### src/rtl/skid_reg_stage.sv
// Two-entry skid buffer (head + skid register) with registered FULL_N/EMPTY_N.
// Optional sticky illegal-request flag ERR when SKID_REG_STAGE_ERRCHK_EN is defined.
//
// state | meaning
// ------+---------------------------------------------
// EMPTY | no entries held, Q_OUT stale
// ONE   | head holds the only entry
// TWO   | head holds oldest entry, skid holds newest
module skid_reg_stage #(
  parameter int unsigned           width = 1,
  parameter logic [width-1:0]      init  = '0
) (
  input  logic             CLK,
  input  logic             RST_N,
  input  logic [width-1:0] D_IN,
  input  logic             ENQ,
  output logic             FULL_N,
  output logic [width-1:0] Q_OUT,
  output logic             EMPTY_N,
  input  logic             DEQ
`ifdef SKID_REG_STAGE_ERRCHK_EN
  ,
  output logic             ERR
`endif
);

  localparam logic [1:0] ST_EMPTY = 2'd0;
  localparam logic [1:0] ST_ONE   = 2'd1;
  localparam logic [1:0] ST_TWO   = 2'd2;

  logic [1:0]       state_q, state_d;
  logic [width-1:0] head_q, head_d;
  logic [width-1:0] skid_q, skid_d;
  logic             full_n_q, full_n_d;
  logic             empty_n_q, empty_n_d;
  logic             enq_ok, deq_ok;

  // Requests are qualified only by the registered flags, so no ENQ/DEQ path reaches them.
  assign enq_ok = ENQ & full_n_q;
  assign deq_ok = DEQ & empty_n_q;

  always_comb begin
    state_d = state_q;
    head_d  = head_q;
    skid_d  = skid_q;
    case (state_q)
      ST_EMPTY: begin
        if (enq_ok) begin
          head_d  = D_IN;
          state_d = ST_ONE;
        end
      end
      ST_ONE: begin
        if (enq_ok && deq_ok) begin
          head_d = D_IN;
        end else if (enq_ok) begin
          skid_d  = D_IN;
          state_d = ST_TWO;
        end else if (deq_ok) begin
          state_d = ST_EMPTY;
        end
      end
      ST_TWO: begin
        if (deq_ok) begin
          head_d  = skid_q;
          state_d = ST_ONE;
        end
      end
      default: state_d = ST_EMPTY;
    endcase
    full_n_d  = (state_d != ST_TWO);
    empty_n_d = (state_d != ST_EMPTY);
  end

  always_ff @(posedge CLK) begin
    if (!RST_N) begin
      state_q   <= ST_EMPTY;
      head_q    <= init;
      skid_q    <= init;
      full_n_q  <= 1'b1;
      empty_n_q <= 1'b0;
    end else begin
      state_q   <= state_d;
      head_q    <= head_d;
      skid_q    <= skid_d;
      full_n_q  <= full_n_d;
      empty_n_q <= empty_n_d;
    end
  end

  assign FULL_N  = full_n_q;
  assign EMPTY_N = empty_n_q;
  assign Q_OUT   = head_q;

`ifdef SKID_REG_STAGE_ERRCHK_EN
  logic err_q, err_d;

  always_comb begin
    err_d = err_q | (ENQ & ~full_n_q) | (DEQ & ~empty_n_q);
  end

  always_ff @(posedge CLK) begin
    if (!RST_N) begin
      err_q <= 1'b0;
    end else begin
      err_q <= err_d;
    end
  end

  assign ERR = err_q;
`endif

endmodule
### config.mk
export PLATFORM = sky130hd
export DESIGN_NAME = skid_reg_stage
export DESIGN_NICKNAME = d
export VERILOG_FILES = /design/src/rtl/skid_reg_stage.sv
export SDC_FILE = /design/constraint.sdc
export NUM_CORES = 1
export LEC_CHECK = 0
export ABC_AREA = 1
export BUFFER_PORTS_ARGS = -buffer_cell sky130_fd_sc_hd__buf_2
export CAP_MARGIN = 15
export CORE_AREA = 4 4 41 43
export CTS_BUF_LIST = sky130_fd_sc_hd__clkbuf_4 sky130_fd_sc_hd__clkbuf_8
export CTS_CLUSTER_SIZE = 30
export DETAILED_ROUTE_END_ITERATION = 12
export DIE_AREA = 0 0 45 47
export HOLD_SLACK_MARGIN = 0.08
export PLACE_DENSITY_LB_ADDON = 0.1
export SLEW_MARGIN = 20
export SYNTH_ARGS = -nofsm -noshare
export SYNTH_HDL_FRONTEND = slang
export SYNTH_SLANG_ARGS = --single-unit
### constraint.sdc
create_clock -name CLK -period 2.5 [get_ports CLK]
set_input_delay 0.25 -clock CLK [delete_from_list [all_inputs] [get_ports CLK]]
set_output_delay 0.25 -clock CLK [all_outputs]
set_load 0.01 [all_outputs]
==> flow_metrics.py, run 1 <==
metrics = {
    "status": {
        "status": "completed",
    },
    "power_and_ir_drop": {
        "clock_power_share_pct": 32.8,
        "switching_share_pct": 28.1,
        "total_leakage_power_nw": 0.197,
        "power_frac_seq_pct": 45.7,
        "powerDensity_nw_per_um2": 708,
        "ir_drop_mv": 0.216,
        "intPower_mw": 0.183,
        "switchingPower_mw": 0.0717,
        "comb_power_share_pct": 21.5,
    },
    "final_layout": {
        "drive_above_1_share_pct": 29.4,
        "multiInputGateArea_um2": 138,
        "design_area_um2": 360,
        "fill_cells": 158,
        "layout_commonest_cell": "nand2_1",
        "register_area_um2": 120,
        "synthToLayoutAreaGrowth_pct": 26.9,
        "final_cell_mix": "12 x nand2_1, 7 x buf_2, 6 x dfxtp_1, 6 x inv_1, 4 x nor2_1",
        "nets": 58,
        "diodes": 0,
        "final_util_pct": 27.7,
    },
    "timing": {
        "setup_viol": 0,
        "relSlewSlack_pct": 86.8,
        "fin_crit_ps": 995,
        "tns_ps": 0,
        "fmax_ghz": 1.01,
        "slew_violations": 0,
        "finalCritPeriodShare_pct": 39.8,
        "worstMarginPinSlew_ps": 197,
        "finalWorstSetupSlack_ps": 1510,
        "hold_viol": 0,
        "rsz0062_at_grt": "false",
        "fin_skew_ps": 4.30,
    },
    "route": {
        "wire_per_inst_um": 8.47,
        "drtIter0Drc": 1,
        "via_count": 263,
        "first_pass_iters": 2,
        "drc": 0,
        "antenna_left": 0,
        "via_per_inst": 3.98,
        "routed_wirelength_um": 559,
    },
    "logic_synthesis": {
        "ys_seq_area_share_pct": 42.3,
        "syn-instance-count": 41,
        "ys_ff_latch": 6,
        "yosysWarnings": 0,
        "avgSynthCellArea_um2": 6.93,
        "syn_nets": 46,
        "ys_types": 15,
        "netlist_area_um2": 284,
    },
    "critical_path": {
        "crit_slowest_cell": "dfxtp_1",
        "cpLargestDelayFamily": "flip-flops",
        "start_kind": "flip-flop",
        "crit_chain": "buf_2",
        "end_kind": "output pin",
        "crit_fanout": 3,
        "cpPeakStageDelay_ps": 360,
        "required_ps": 2250,
        "cp.buffers_inverters": 1,
        "cp.arrival_ps": 740,
        "crit_type": "reg -> out",
    },
    "clock_network": {
        "post_cts_buffers": 0,
        "cts_hold_buf": 0,
        "cts-resized-gates": 0,
        "cts_tree": "built",
        "cts_buffers": 3,
        "clockBufferDepth": 2,
        "clock_latency_ps": 240,
        "htreeDepth": 1,
        "cts-root-buf": "clkbuf_4",
        "path_clk_slew_ps": 40,
        "cts.sinks": 6,
    },
    "grt": {
        "grt_overflow_total": 0,
        "antenna_found_initial": 0,
        "gr-usage-all-layers_pct": 7.04,
        "grt_max_degree": 6,
        "grt_pass1_vias": 270,
        "grt_pass1_wl_mm": 1.04,
    },
    "job": {
        "maxCapViolations": 0,
    },
    "die": {
        "ioPinCount": 8,
        "dieArea_um2": 2120,
        "fp.dieW_um": 45,
        "fp.coreArea_um2": 1300,
        "start_util_pct": 21.8,
        "die_y_um": 47,
        "fp-row-count": 13,
    },
    "place": {
        "hpwl_um": 497,
        "place_area_um2": 338,
        "pre_cts_slack_ps": 1510,
        "gp_congestion": 0.650,
        "io_buffers": 7,
    },
    "min_path": {
        "hold_class": "in -> reg",
    },
}
path summary, 6_finish.rpt:
kind | startpoint | slack, ps | depth (start not counted) | end
setup reg to reg | state_q[1] | 1540 | 5 | EMPTY_N
hold / removal | RST_N | 260 | 2 | FULL_N
hold reg to reg | Q_OUT | 490 | 2 | Q_OUT
setup / recovery | FULL_N | 1510 | 1 | FULL_N
kinds of logic after synthesis:
logic type	Yosys count	synth area share [%]
buf+inv	7	9.25
simple gates	24	40.1
flops	6	42.3
compound gates	4	8.37
per-layer routing:
metal | routed length (µm) | vias up | global-route usage, %
met5 | 0 | - | 0
met4 | 0 | 0 | 7.02
met3 | 22 | 0 | 1.53
met2 | 268 | 3 | 10.7
met1 | 268 | 111 | 7.99
li1 | - | 149 | -
registers in the layout, summed over array words and instances (netlist names):
| signal | flops |
|---|---|
| EMPTY_N | 1 |
| state_q | 2 |
| Q_OUT | 1 |
| skid_q | 1 |
| FULL_N | 1 |
cell usage after synthesis:
| master | instances | area [µm²] |
|---|---|---|
| a21oi_1 | 1 | 5.00 |
| nor2_4 | 1 | 11.3 |
| dfxtp_1 | 6 | 120 |
| inv_2 | 1 | 3.75 |
| nor3_1 | 1 | 5.00 |
| nand4_1 | 1 | 6.26 |
| o21ai_1 | 1 | 5.00 |
| nand3_2 | 1 | 10.0 |
| nor2_1 | 4 | 15.0 |
| nand3_1 | 3 | 15.0 |
| nand2_2 | 1 | 6.26 |
| o21ai_2 | 1 | 8.76 |
| o21ai_0 | 1 | 5.00 |
| inv_1 | 6 | 22.5 |
| nand2_1 | 12 | 45.0 |
through the flow:
stage	hold WS [ps]	cells	power (mW)
2_1_floorplan	334	41	0.156
3_3_place_gp	481	63	0.175
3_5_place_dp	480	63	0.174
4_1_cts	269	66	0.261
5_1_grt	276	66	0.275
6_report	265	66	0.255
final cells by class:
type | count | share of cell area, %
multi-input combinational | 28 | 38.2
sequential | 6 | 33.3
timing repair buffer | 7 | 9.72
inverter | 7 | 7.29
clock buffer | 3 | 6.25
tap | 15 | 5.21
power by group through the flow:
stage	registers (mW)	logic [mW]	clock network, mW
after detailed placement	0.118	0.0559	0
after CTS	0.117	0.0562	0.0879
after global routing	0.118	0.0639	0.0924
after floorplan	0.120	0.0353	0
final	0.117	0.0548	0.0836
after global placement	0.119	0.0565	0
No activity file was read; power rests on OpenSTA's default activity.
==> inputs of run 2 (changes only) <==
==> constraint.sdc (replaced) <==
create_clock -name CLK -period 0.97 [get_ports CLK]
set_input_delay 0.097 -clock CLK [delete_from_list [all_inputs] [get_ports CLK]]
set_output_delay 0.097 -clock CLK [all_outputs]
set_load 0.01 [all_outputs]
==> run 2 against run 1 <==
Critical path depth grew 4. Worst hold slack lost 170 ps. Final cell count is the same. Non-clock buffer count is the same. Wire length shrank 0.18%. Count of clock-buffer cells in the layout is the same. Global-route usage shrank 0.80 points. Die area is the same.
==> flow_metrics.py, run 2 (synthesis gave the netlist of run 1 again) <==
metrics = {
    "status": {
        "status": "completed",
    },
    "power_and_ir_drop": {
        "powerDensity_nw_per_um2": 1760,
        "power_mw": 0.689,
        "ir_drop_mv": 0.585,
        "total_leakage_power_nw": 0.209,
    },
    "route": {
        "m1WireLength_um": 260,
        "drtIter0Drc": 7,
        "antenna_left": 0,
        "routed_wirelength_um": 558,
        "drc": 0,
        "first_pass_iters": 4,
        "via_count": 272,
        "dr_wl_met2_um": 252,
        "via_per_inst": 4.12,
        "dr_wl_met3_um": 29,
        "wire_per_inst_um": 8.45,
        "highest_layer": "met4",
    },
    "timing": {
        "setup_viol": 0,
        "worstMarginPinSlew_ps": 167,
        "hold_viol": 0,
        "whs_ps": 97.6,
        "finalCritPeriodShare_pct": 91.9,
        "rsz0062_at_grt": "false",
        "fin_crit_ps": 891,
        "fin_skew_ps": 1.10,
        "fmax_ghz": 1.12,
        "relSlewSlack_pct": 88.8,
        "slew_violations": 0,
    },
    "place": {
        "gp_congestion": 0.639,
        "hpwl_um": 464,
        "io_buffers": 7,
    },
    "final_layout": {
        "layout_commonest_cell": "nand2_1",
        "regMostFlops": "state_q",
        "drive_above_1_share_pct": 41.2,
        "synthToLayoutAreaGrowth_pct": 37.9,
        "final_cell_mix": "11 x nand2_1, 7 x buf_2, 5 x inv_1",
        "diodes": 0,
        "final_util_pct": 30.1,
        "nets": 58,
        "fill_cells": 157,
        "largest_register_ffs": 2,
    },
    "clock_network": {
        "cts.sinks": 6,
        "clockBufferDepth": 2,
        "path_clk_slew_ps": 40,
        "htreeDepth": 1,
        "clock_latency_ps": 240,
        "cts_tree": "built",
        "cts_buffers": 3,
        "cts-root-buf": "clkbuf_4",
    },
    "critical_path": {
        "start_kind": "flip-flop",
        "required_ps": 1090,
        "cp.arrival_ps": 1010,
        "crit_type": "reg -> reg",
        "r2r-end": "EMPTY_N",
        "end_kind": "flip-flop",
        "cp.buffers_inverters": 0,
        "r2r_cells": 5,
        "cpLargestDelayFamily": "flip-flops",
        "crit_chain": "nand2_4 -> nand2_4 -> nor2_4 -> o21ai_2 -> nand2_1",
        "cp_common_cell": "nand2_4",
        "r2r_slack_ps": 80,
        "crit_slowest_cell": "dfxtp_2",
        "cpPeakStageDelay_ps": 340,
        "crit_fanout": 5,
        "rr_startpoint": "EMPTY_N",
    },
    "grt": {
        "antenna_found_initial": 0,
        "gr-usage-all-layers_pct": 6.24,
        "grt_pass1_wl_um": 897,
        "grt_pass1_vias": 245,
        "grt_overflow_total": 0,
        "grt_max_degree": 6,
    },
    "min_path": {
        "whs_path_depth": 2,
        "hold_class": "in -> reg",
        "worstHoldStart": "RST_N",
        "hold_end": "FULL_N",
    },
    "die": {
        "die_y_um": 47,
        "dieArea_um2": 2120,
        "start_util_pct": 21.8,
        "fp.dieW_um": 45,
        "fp.coreArea_um2": 1300,
        "fp-row-count": 13,
        "ioPinCount": 8,
    },
    "job": {
        "maxCapViolations": 0,
    },
}
==> run 2: worst max path at each step <==
stage	from	endpoint	slack, ps	depth (start not counted)
floorplan	EMPTY_N	EMPTY_N	40	5
global route	state_q[1]	EMPTY_N	2	5
finish	EMPTY_N	EMPTY_N	80	5
detailed placement	EMPTY_N	EMPTY_N	10	5
global placement	EMPTY_N	skid_q	-20	4
CTS	state_q[0]	EMPTY_N	20	5
==> run 2: per-stage QoR <==
stage	TNS (ps)	cell area, µm²	instances	setup slack, ps
after floorplan	0	284	41	37.7
after global placement	-44.3	338	63	-21.9
after detailed placement	0	338	63	14.8
after CTS	0	363	66	16.2
after global routing	0	392	66	1.71
final	0	392	66	78.8
==> run 2: power breakdown <==
group | switching (mW) | internal (mW) | leakage [nW]
combinational | 0.0912 | 0.0654 | 0.145
sequential | 0.0319 | 0.282 | 0.0507
clock | 0.0791 | 0.139 | 0.0138
total | 0.202 | 0.487 | 0.209
==> run 2: repair_timing <==
item                       CTS  global route
gates cloned                 0             0
setup buffers                0             0
pin swaps                    1             3
resized for setup            1            10
setup endpoints to repair    1             5
hold endpoints to repair     0             0
hold buffers                 0             0
==> run 2: final cells by class <==
class	count	area, µm²	share of cell area (%)
flip-flops and latches	6	126	32.3
multi-input cells	28	160	40.9
repair buffers	7	35.0	8.95
clock buffers	3	22.5	5.75
inverters	7	28.8	7.35
well taps	15	18.8	4.79
==> run 2: metal layers <==
metal  up-vias  global-route usage (%)
met5         -                       0
met4         0                    5.26
met3         2                    2.30
met2         5                    11.0
met1       115                    5.68
li1        150                       -
==> run 2: worst register-to-register path, cell delays in order (launching register included) <==
cell	delay [ps]
dfxtp_2	340
nand2_4	70
nand2_4	90
nor2_4	50
o21ai_2	160
nand2_1	70
==> inputs of run 3 (changes only) <==
--- a/config.mk
+++ b/config.mk
@@ -15,6 +15,7 @@
 export DIE_AREA = 0 0 45 47
 export HOLD_SLACK_MARGIN = 0.08
 export PLACE_DENSITY_LB_ADDON = 0.1
+export RECOVER_POWER = 25
 export SLEW_MARGIN = 20
 export SYNTH_ARGS = -nofsm -noshare
 export SYNTH_HDL_FRONTEND = slang
==> run 3 against run 2 <==
Sequential share of layout area rose by 0.21 points. Final area down 0.64%. Sequential cell count stayed put. Largest cell class unchanged. Critical endpoint unchanged. Die area unchanged. Maximum frequency down 0.23%.
==> flow_metrics.py, run 3 (synthesis gave the netlist of run 1 again) <==
metrics = {
    "route": {
        "routed_wirelength_um": 560,
        "via_per_inst": 4.11,
        "first_pass_iters": 4,
        "antenna_left": 0,
        "drc": 0,
        "wire_per_inst_um": 8.48,
        "drtIter0Drc": 7,
        "via_count": 271,
    },
    "clock_network": {
        "htreeDepth": 1,
        "cts_buffers": 3,
        "cts_hold_buf": 0,
        "path_clk_slew_ps": 40,
        "clockBufferDepth": 2,
        "cts_tree": "built",
        "cts.sinks": 6,
        "cts-root-buf": "clkbuf_4",
        "clock_latency_ps": 240,
    },
    "place": {
        "dp.cells": 63,
        "hpwl_um": 464,
        "io_buffers": 7,
        "gp_congestion": 0.639,
    },
    "critical_path": {
        "crit_slowest_cell": "dfxtp_2",
        "cpLargestDelayFamily": "flip-flops",
        "cp_common_cell": "nand2_4",
        "required_ps": 1090,
        "cp.buffers_inverters": 0,
        "start_kind": "flip-flop",
        "cp.arrival_ps": 1020,
        "crit_chain": "nand2_4 -> nand2_4 -> nor2_4 -> o21ai_2 -> nand2_1",
        "cpPeakStageDelay_ps": 340,
        "crit_type": "reg -> reg",
        "end_kind": "flip-flop",
        "crit_fanout": 5,
    },
    "timing": {
        "whs_ps": 97.6,
        "fmax_ghz": 1.12,
        "fin_skew_ps": 1.10,
        "tns_ps": 0,
        "hold_viol": 0,
        "relSlewSlack_pct": 88.8,
        "setup_viol": 0,
        "slew_violations": 0,
        "fin_crit_ps": 893,
        "finalCritPeriodShare_pct": 92.1,
        "rsz0062_at_grt": "false",
        "worstMarginPinSlew_ps": 167,
    },
    "final_layout": {
        "nets": 58,
        "finalNonFillerCells": 66,
        "final_util_pct": 29.9,
        "register_area_um2": 126,
        "layout_commonest_cell": "nand2_1",
        "regMostFlops": "state_q",
        "diodes": 0,
        "multiInputGateArea_um2": 160,
        "drive_above_1_share_pct": 37.3,
        "fill_cells": 159,
        "synthToLayoutAreaGrowth_pct": 37.0,
        "largest_register_ffs": 2,
        "final_cell_mix": "11 x nand2_1, 5 x inv_1, 5 x buf_2",
    },
    "grt": {
        "use_met2_pct": 11.0,
        "grt_max_degree": 6,
        "antenna_found_initial": 0,
        "grt.busiest_layer": "met2",
        "gr-usage-all-layers_pct": 6.24,
        "grt_pass1_vias": 245,
        "grt_overflow_total": 0,
        "grt_pass1_wl_um": 897,
        "use_met1_pct": 5.68,
        "use_met3_pct": 2.30,
    },
    "die": {
        "dieArea_um2": 2120,
        "fp.coreArea_um2": 1300,
        "die_y_um": 47,
        "fp-row-count": 13,
        "fp.dieW_um": 45,
        "ioPinCount": 8,
        "start_util_pct": 21.8,
    },
    "power_and_ir_drop": {
        "total_leakage_power_nw": 0.202,
        "ir_drop_mv": 0.585,
        "powerDensity_nw_per_um2": 1760,
        "power_mw": 0.686,
    },
    "job": {
        "maxCapViolations": 0,
    },
    "min_path": {
        "hold_class": "in -> reg",
    },
    "status": {
        "status": "completed",
    },
}
run 3: stage by stage:
step | setup WS [ps] | area (µm²)
floorplan | 37.7 | 284
global placement | -21.9 | 338
detailed placement | 14.8 | 338
CTS | 16.2 | 363
global route | 1.71 | 389
finish | 76.8 | 389
run 3: routing by layer:
| metal | vias to the layer above | part of all wire [%] |
|---|---|---|
| met5 | - | 0 |
| met4 | 0 | 2.7 |
| met3 | 2 | 5.2 |
| met2 | 5 | 45 |
| met1 | 115 | 46 |
| li1 | 149 | - |
run 3: worst paths after layout:
path	startpoint	to	slack (ps)	depth (start not counted)
max	EMPTY_N	EMPTY_N	80	5
min	RST_N	FULL_N	100	2
max reg2reg	EMPTY_N	EMPTY_N	80	5
min reg2reg	Q_OUT	Q_OUT	490	2
run 3: repair_timing:
action | in CTS | in global routing
gates cloned | 0 | 0
resized for setup | 1 | 10
setup endpoints to repair | 1 | 5
buffers inserted | 0 | 0
pin swaps | 1 | 3
run 3: layout make-up:
class / count / area share, %
Sequential cell: 6 / 32.5
Multi-Input combinational cell: 28 / 41.2
Inverter: 7 / 7.40
Tap cell: 15 / 4.82
Timing Repair Buffer: 7 / 8.36
Clock buffer: 3 / 5.79
run 3: where the power goes:
group	switching [mW]	internal, mW
sequential	0.0323	0.282
clock	0.0791	0.139
combinational	0.0913	0.0618
